==> src/rtl/program_sequencer.sv <==
// Fetch/issue controller for the 1-bit processor: owns the PC and return stack,
// reads the program ROM one instruction at a time, and lends the ROM write port to the loader.
module program_sequencer #(
   parameter int ADDR_W      = 8,
   parameter int WORD        = 8,
   parameter int STACK_DEPTH = 4,
   parameter logic [ADDR_W-1:0] RESET_PC = '0
) (
   input  logic              clk,
   input  logic              rst_n,
   input  logic              run,
   output logic              rom_read,
   output logic              rom_write,
   output logic [ADDR_W-1:0] rom_address,
   output logic [WORD-1:0]   rom_data_in,
   input  logic [WORD-1:0]   rom_data_out,
   output logic              instr_valid,
   output logic [WORD-1:0]   instr,
   output logic [ADDR_W-1:0] instr_pc,
   input  logic              instr_ready,
   input  logic              jmp,
   input  logic [ADDR_W-1:0] jmp_target,
   input  logic              rtn,
   input  logic              skip,
   input  logic              halt,
   input  logic              load_valid,
   input  logic [ADDR_W-1:0] load_addr,
   input  logic [WORD-1:0]   load_data,
   output logic              load_ready,
   output logic              err_ovf,
   output logic              err_unf
);

   localparam logic [1:0] S_IDLE   = 2'd0;
   localparam logic [1:0] S_FETCH  = 2'd1;
   localparam logic [1:0] S_ISSUE  = 2'd2;
   localparam logic [1:0] S_HALTED = 2'd3;

   localparam int SP_W  = $clog2(STACK_DEPTH + 1);
   localparam int IDX_W = (STACK_DEPTH > 1) ? $clog2(STACK_DEPTH) : 1;

   logic [1:0]        state;
   logic [ADDR_W-1:0] pc;
   logic [SP_W-1:0]   sp;
   logic [ADDR_W-1:0] stack [STACK_DEPTH];

   logic              loader_phase;
   logic              accept;
   logic              stack_full;
   logic              stack_empty;
   logic              do_push;
   logic [ADDR_W-1:0] pc_inc;
   logic [ADDR_W-1:0] stack_top;

   assign rom_data_in = load_data;

   // NOTE: every output of this block gets a default first, so no path can infer a latch.
   always_comb begin
      loader_phase = (state == S_IDLE) || (state == S_HALTED);
      load_ready   = loader_phase && load_valid;
      rom_write    = load_ready;
      rom_read     = (state == S_FETCH);
      rom_address  = rom_write ? load_addr : pc;
      instr_valid  = (state == S_ISSUE);
      accept       = instr_valid && instr_ready;
      stack_full   = (sp == SP_W'(STACK_DEPTH));
      stack_empty  = (sp == '0);
      pc_inc       = pc + ADDR_W'(1);
      do_push      = accept && !halt && jmp && !stack_full;
      stack_top    = stack[IDX_W'(sp - SP_W'(1))];
   end

   always_ff @(posedge clk or negedge rst_n) begin
      if (!rst_n) begin
         state    <= S_IDLE;
         pc       <= RESET_PC;
         sp       <= '0;
         instr    <= '0;
         instr_pc <= '0;
         err_ovf  <= 1'b0;
         err_unf  <= 1'b0;
      end else begin
         case (state)
            S_IDLE: begin
               // The loader owns the ROM port while it is requesting, even with run=1.
               if (run && !load_valid) state <= S_FETCH;
            end
            S_FETCH: begin
               instr    <= rom_data_out;
               instr_pc <= pc;
               state    <= S_ISSUE;
            end
            S_ISSUE: begin
               if (accept) begin
                  if (halt) begin
                     state <= S_HALTED;
                  end else begin
                     if (jmp) begin
                        pc <= jmp_target;
                        if (stack_full) err_ovf <= 1'b1;
                        else            sp      <= sp + SP_W'(1);
                     end else if (rtn) begin
                        if (stack_empty) begin
                           err_unf <= 1'b1;
                           pc      <= pc_inc;
                        end else begin
                           pc <= stack_top;
                           sp <= sp - SP_W'(1);
                        end
                     end else if (skip) begin
                        pc <= pc + ADDR_W'(2);
                     end else begin
                        pc <= pc_inc;
                     end
                     state <= run ? S_FETCH : S_IDLE;
                  end
               end
            end
            S_HALTED: state <= S_HALTED;
            default:  state <= S_IDLE;
         endcase
      end
   end

   // NOTE: stack storage has no reset; sp=0 after reset makes every entry unreachable until rewritten.
   always_ff @(posedge clk) begin
      if (do_push) stack[IDX_W'(sp)] <= pc_inc;
   end

endmodule

==> config.mk <==
export PLATFORM = sky130hd
export DESIGN_NAME = program_sequencer
export DESIGN_NICKNAME = d
export VERILOG_FILES = /design/src/rtl/program_sequencer.sv
export SDC_FILE = /design/constraint.sdc
export NUM_CORES = 1
export LEC_CHECK = 0
export CAP_MARGIN = 20
export CELL_PAD_IN_SITES_DETAIL_PLACEMENT = 1
export CELL_PAD_IN_SITES_GLOBAL_PLACEMENT = 1
export CORE_ASPECT_RATIO = 0.7
export CORE_MARGIN = 5
export CORE_UTILIZATION = 39
export DETAILED_ROUTE_END_ITERATION = 8
export PLACE_DENSITY_LB_ADDON = 0.15
export SYNTH_ARGS = -nofsm -noshare
export SYNTH_HDL_FRONTEND = slang
export SYNTH_SLANG_ARGS = --single-unit
==> constraint.sdc <==
create_clock -name clk -period 2.7 [get_ports clk]
set_clock_uncertainty 0.15 [all_clocks]
set_input_delay 0.54 -clock clk [delete_from_list [all_inputs] [get_ports clk]]
set_output_delay 0.54 -clock clk [all_outputs]
set_load 0.03 [all_outputs]
==> results of run 1 <==
[worst reg2reg max path: stages, from the launching register on]
cell	delay (ns)
dfrtp_1	0.54
ha_1	0.32
nand3_2	0.14
xnor2_1	0.23
a221o_1	0.37
a2111oi_2	0.34
nor3_1	0.12
[timing repair]
item | 4_1_cts | 5_1_grt
gates resized for setup | 30 | 0
setup buffers | 1 | 0
endpoints found under the setup margin | 6 | 0
[power groups by stage]
stage | logic, mW | registers [mW] | clock network [mW]
after floorplan | 1.54 | 1.83 | 0
after global placement | 2.73 | 1.59 | 0
after detailed placement | 2.78 | 1.60 | 0
after CTS | 2.75 | 1.59 | 1.13
after global routing | 2.94 | 1.62 | 1.18
final | 2.72 | 1.59 | 1.10
[cells by family (layout without fill, tap and decap cells)]
group | after synthesis | count (layout) | synth area share
flops | 63 | 63 | 0.5390
simple gates | 60 | 60 | 0.1021
compound gates | 46 | 46 | 0.09981
mux | 33 | 33 | 0.1425
buf+inv | 30 | 109 | 0.05087
fa+ha+maj | 12 | 12 | 0.04660
xor+xnor | 7 | 7 | 0.01903
[state kept, by name, indices dropped and copies added (netlist names)]
register	flops
err_ovf	1
pc	8
instr_pc	8
instr	8
err_unf	1
state	2
stack	32
sp	3
[synth_stat cells (all sizes together) (5+ instances only)]
master / n
inv: 7
o21ai: 9
ha: 12
mux4: 8
o21a: 5
clkbuf: 5
nor2: 13
nand2: 16
a21oi: 10
buf: 18
dfrtp: 31
nand3: 5
mux2: 23
xnor2: 6
edfxtp: 32
[worst max-delay path by stage]
stage                     slack [ns]       start             end
after floorplan                  0.1    state[0]  rom_address[2]
after global placement         -0.29  load_valid  rom_address[3]
after detailed placement       -0.34  load_valid  rom_address[4]
after CTS                       0.08    state[0]  rom_address[4]
after global routing           0.007    state[0]  rom_address[4]
final                           0.11  load_valid  rom_address[4]
[through the flow]
stage / setup WS (ns) / cell area, um2 / instances
after floorplan: 0.09809 / 3222 / 251
after global placement: -0.2918 / 3994 / 414
after detailed placement: -0.3448 / 3994 / 414
after CTS: 0.07783 / 4254 / 431
after global routing: 0.007258 / 4254 / 431
final: 0.1106 / 4254 / 431
[layout make-up]
class                      count  area share
tap                          101     0.02971
inverter                       7    0.006176
sequential                    63      0.4082
multi-input combinational    158      0.3106
timing repair buffer          86      0.1788
clock inverter                 5     0.01176
clock buffer                  11     0.05471
[metal layers]
layer	share of wire	vias up	track usage
met5	0	-	0
met4	0.014	0	0.06099
met3	0.047	10	0.05405
met2	0.47	65	0.2778
met1	0.47	1132	0.2337
li1	-	1064	-
==> flow_summary.ini, run 1 <==
[sta]
worstMarginPinSlew_ns = 0.4726
final.setup.tns_ns = 0
hold_violations = 0
max_slew_margin = 0.6838
finalMaxSlewViolations = 0
finalCritPeriodShare = 0.9590
post-route-min-period_ns = 2.589
whs_ns = 0.3249
finalSetupViolCount = 0
fmax_mhz = 386.2
rsz0062_at_grt = false

[synthesis]
async_reset_ff_frac = 0.4921
synthesis.nets = 304
synth_area_leaders = edfxtp_1 30%, dfrtp_1 24%, mux2_2 7.7%
synth.distinct_cells = 50
yosysWarnings = 0
synth_area_leader_cell = edfxtp_1
synth_area_um2 = 3222
ys_seq_elements = 63
synth_seq_area_share = 0.5390
syn-instance-count = 251
syn_area_per_cell_um2 = 12.84
synth_top_area_frac = 0.2983
synth_ff_type = edfxtp_1
synth_edf_count = 32

[placement]
io_buffers = 62
place_congestion = 0.7602
dp_hpwl_mm = 6.239

[route]
drt_iter0_drc = 192
drc = 0
firstDrtPassIters = 4
via_per_inst = 5.269
finalWirelength_mm = 8.438
ant_nets = 0
wl_per_cell_um = 19.58
via_count = 2271

[worst_hold_path]
hp-class = flip-flop to flip-flop
worstHoldStart = err_ovf
worstHoldPathCells = 1
hold_end = err_ovf

[grt]
antenna_found_initial = 0
first_global_vias = 2477
grt_pass1_wl_mm = 13.60
grt_max_degree = 32
grtUsageTotal = 0.1768
overflow = 0

[power_and_ir_drop]
p_total_mw = 5.407
seqPwrFrac = 0.294
p_switching_mw = 2.131
leakagePower_nw = 1.656
p_comb_frac = 0.503
power.share.clock = 0.204
p_sw_frac = 0.3942
p_int_mw = 3.276
ir_drop_v = 0.0004830
p_per_area_nw_per_um2 = 1271

[layout]
layout_common_cells = 52 x clkdlybuf4s50_1, 32 x edfxtp_1, 31 x dfrtp_1, 28 x buf_4, 22 x mux2_2
regArea_um2 = 1737
mostFrequentLayoutCell = clkdlybuf4s50_1
final_util = 0.5336
nets = 378
syn_to_final_growth_pct = 32.04
diodes = 0
layout-drive-gt1-share = 0.2576
multi_input_area_um2 = 1321
fill_cells = 842

[cts]
cts.clk_slew.worst_paths_ns = 0.05
root_buffer = clkbuf_16
numCtsBuffers = 9
cts.sinks = 63
htreeDepth = 3
clockBufferDepth = 2
worstSkewPairLatency_ns = 0.33
ctsHoldBuffers = 0
cts_tree = done

[run_status]
status = finished, final reports clean

[critical_path]
r2r_start = pc[1]
crit_family = buffers and inverters
criticalPathCategory = input pin to primary output
rr_endpoint = pc[4]
start_kind = input pin
crit_buf_inv = 3
max_stage_delay_ns = 0.48
endpoint_kind = primary output
reg2reg_slack_ns = 0.36
required_ns = 2.01
path_cells = clkdlybuf4s50_1 -> nor2b_1 -> buf_4 -> mux2_2 -> buf_2
critical_path_cell_count = 5
crit_fanout = 8
cp_slowest_cell = clkdlybuf4s50_1
cp.arrival_ns = 1.90
reg2reg_depth = 6

[floorplan]
core_um2 = 7973
num_io_pins = 79
dieArea_um2 = 10210
die_h_um = 86.05
rows = 27
initial_core_util = 0.4041
die_w_um = 118.6

[job]
drv_cap = 0
Note: power is estimated with default switching activity, not from simulation.
==> inputs of run 2 (changes only) <==
--- a/config.mk
+++ b/config.mk
@@ -9,10 +9,11 @@
 export CELL_PAD_IN_SITES_DETAIL_PLACEMENT = 1
 export CELL_PAD_IN_SITES_GLOBAL_PLACEMENT = 1
 export CORE_ASPECT_RATIO = 0.7
-export CORE_MARGIN = 5
+export CORE_MARGIN = 2
 export CORE_UTILIZATION = 39
 export DETAILED_ROUTE_END_ITERATION = 8
 export PLACE_DENSITY_LB_ADDON = 0.15
+export REMOVE_ABC_BUFFERS = 1
 export SYNTH_ARGS = -nofsm -noshare
 export SYNTH_HDL_FRONTEND = slang
 export SYNTH_SLANG_ARGS = --single-unit
==> run 2 against run 1 <==
Total power fell by 0.42%. Die area fell by 12%. Setup slack improved by 0.0068 ns. First-iteration DRC count fell by 55%. Sequential share of layout area fell by 0.096 points. Fmax rose by 0.27%. Global-route usage rose by 2.6 points. Clock power barely moved. Worst hold slack improved by 0.0093 ns. Final cell count fell by 0.70%. Register-to-register slack barely moved.
==> flow_summary.ini, run 2 (same netlist as run 1, synthesis figures left out) <==
[cts]
ctsHoldBuffers = 0
cts_tree = done
htreeDepth = 3
root_buffer = clkbuf_16
worstSkewPairLatency_ns = 0.33
numCtsBuffers = 9
cts.sinks = 63
post-cts-setup-buffers = 0
cts.clk_slew.worst_paths_ns = 0.06
clockBufferDepth = 2

[floorplan]
rows = 27
die_w_um = 112.6
initial_core_util = 0.4058
core_um2 = 7939
die_h_um = 80.05
num_io_pins = 79
dieArea_um2 = 9016

[placement]
dp_hpwl_mm = 6.130
io_buffers = 62
place_congestion = 0.8030
dp_slack_ns = -0.4065

[critical_path]
endpoint_kind = primary output
cp_slowest_cell = dfrtp_1
reg2reg_slack_ns = 0.36
reg2reg_depth = 8
start_kind = flip-flop
path_cells = inv_1 -> ha_1 -> nor2b_4 -> buf_6 -> mux2_2 -> buf_2
max_stage_delay_ns = 0.34
criticalPathCategory = flip-flop to primary output
crit_fanout = 10
required_ns = 2.01
cp.arrival_ns = 1.89

[layout]
largest_reg_flops = 32
syn_to_final_growth_pct = 32.35
top_register = stack
layout_common_cells = 51 x clkdlybuf4s50_1, 32 x edfxtp_1, 31 x dfrtp_1, 23 x buf_4, 22 x mux2_2
fill_cells = 821
regArea_um2 = 1737
layout-drive-gt1-share = 0.2599
diodes = 0
mostFrequentLayoutCell = clkdlybuf4s50_1
nets = 375
multi_input_area_um2 = 1329

[worst_hold_path]
hp-class = flip-flop to flip-flop
worstHoldPathCells = 1

[power_and_ir_drop]
p_int_mw = 3.265
p_per_area_nw_per_um2 = 1263
p_switching_mw = 2.120
power.share.clock = 0.206
seqPwrFrac = 0.304
p_comb_frac = 0.489
leakagePower_nw = 1.661
ir_drop_v = 0.0006972
p_sw_frac = 0.3937

[sta]
whs_ns = 0.3341
fmax_mhz = 387.2
rsz0062_at_grt = false
finalSetupViolCount = 0
post-route-min-period_ns = 2.583
max_slew_margin = 0.6843
finalCritPeriodShare = 0.9565
setup_slack_ns = 0.1175
hold_violations = 0
worstMarginPinSlew_ns = 0.4702
finalMaxSlewViolations = 0

[run_status]
status = finished, final reports clean

[grt]
first_global_vias = 2559
grt_max_degree = 32
grtUsageTotal = 0.2026
antenna_found_initial = 0
grt_pass1_wl_mm = 13.69
overflow = 0

[route]
via_per_inst = 5.491
finalWirelength_mm = 8.411
via_count = 2350
drc = 0
ant_nets = 0
wl_per_cell_um = 19.65
firstDrtPassIters = 4
drt_iter0_drc = 86

[job]
drv_cap = 0
run 2: final timing paths:
| kind | from | endpoint |
|---|---|---|
| worst max register to register | state[0] | pc[6] |
| worst min register to register | err_ovf | err_ovf |
| worst max-delay path | state[0] | rom_address[2] |
| min in group asynchronous | rst_n | pc[4] |
| max in group asynchronous | rst_n | sp[0] |
| worst min-delay path | err_ovf | err_ovf |
run 2: final cells by class:
cell class / count / share of cell area
Sequential cell: 63 / 0.4073
Multi-Input combinational cell: 158 / 0.3116
Timing Repair Buffer: 83 / 0.1793
Clock buffer: 11 / 0.05458
Tap cell: 101 / 0.02964
Clock inverter: 5 / 0.01144
Inverter: 7 / 0.006162
run 2: power groups by stage:
stage,Combinational (mW),Sequential [mW],Clock [mW]
6_report,2.63,1.64,1.11
5_1_grt,2.85,1.69,1.18
4_1_cts,2.71,1.64,1.14
3_5_place_dp,2.68,1.66,0
3_3_place_gp,2.64,1.64,0
2_1_floorplan,1.38,1.89,0
run 2: stage by stage:
step                      setup TNS, ns  std cells  area, um2    util  power, mW
after floorplan                  -4.006        228       3084       -      3.272
after global placement           -2.026        412       4001  0.5040      4.277
after detailed placement         -2.193        412       4001  0.5040      4.339
after CTS                             0        428       4299  0.5415      5.487
after global routing                  0        428       4264  0.5371      5.730
final                                 0        428       4264  0.5371      5.385
run 2: repair_timing:
action                     4_1_cts  5_1_grt
setup endpoints to repair        6        6
resized for setup               19       12
gates cloned                     0        0
run 2: metal layers:
layer / track usage / vias up / wire length, um
met1: 0.2758 / 1179 / 3810
met2: 0.3102 / 95 / 3811
met4: 0.05854 / 0 / 110
met3: 0.06682 / 12 / 679
li1: - / 1064 / -
met5: 0 / - / 0
run 2: worst max-delay path, delay by kind of cell, from the launching register on:
kind,cells,cell delay [ns]
multiplexers,1,0.34
adder cells (fa/ha/maj),1,0.33
buffers and inverters,3,0.40
flip-flops,1,0.34
AND/OR/NAND/NOR,1,0.15
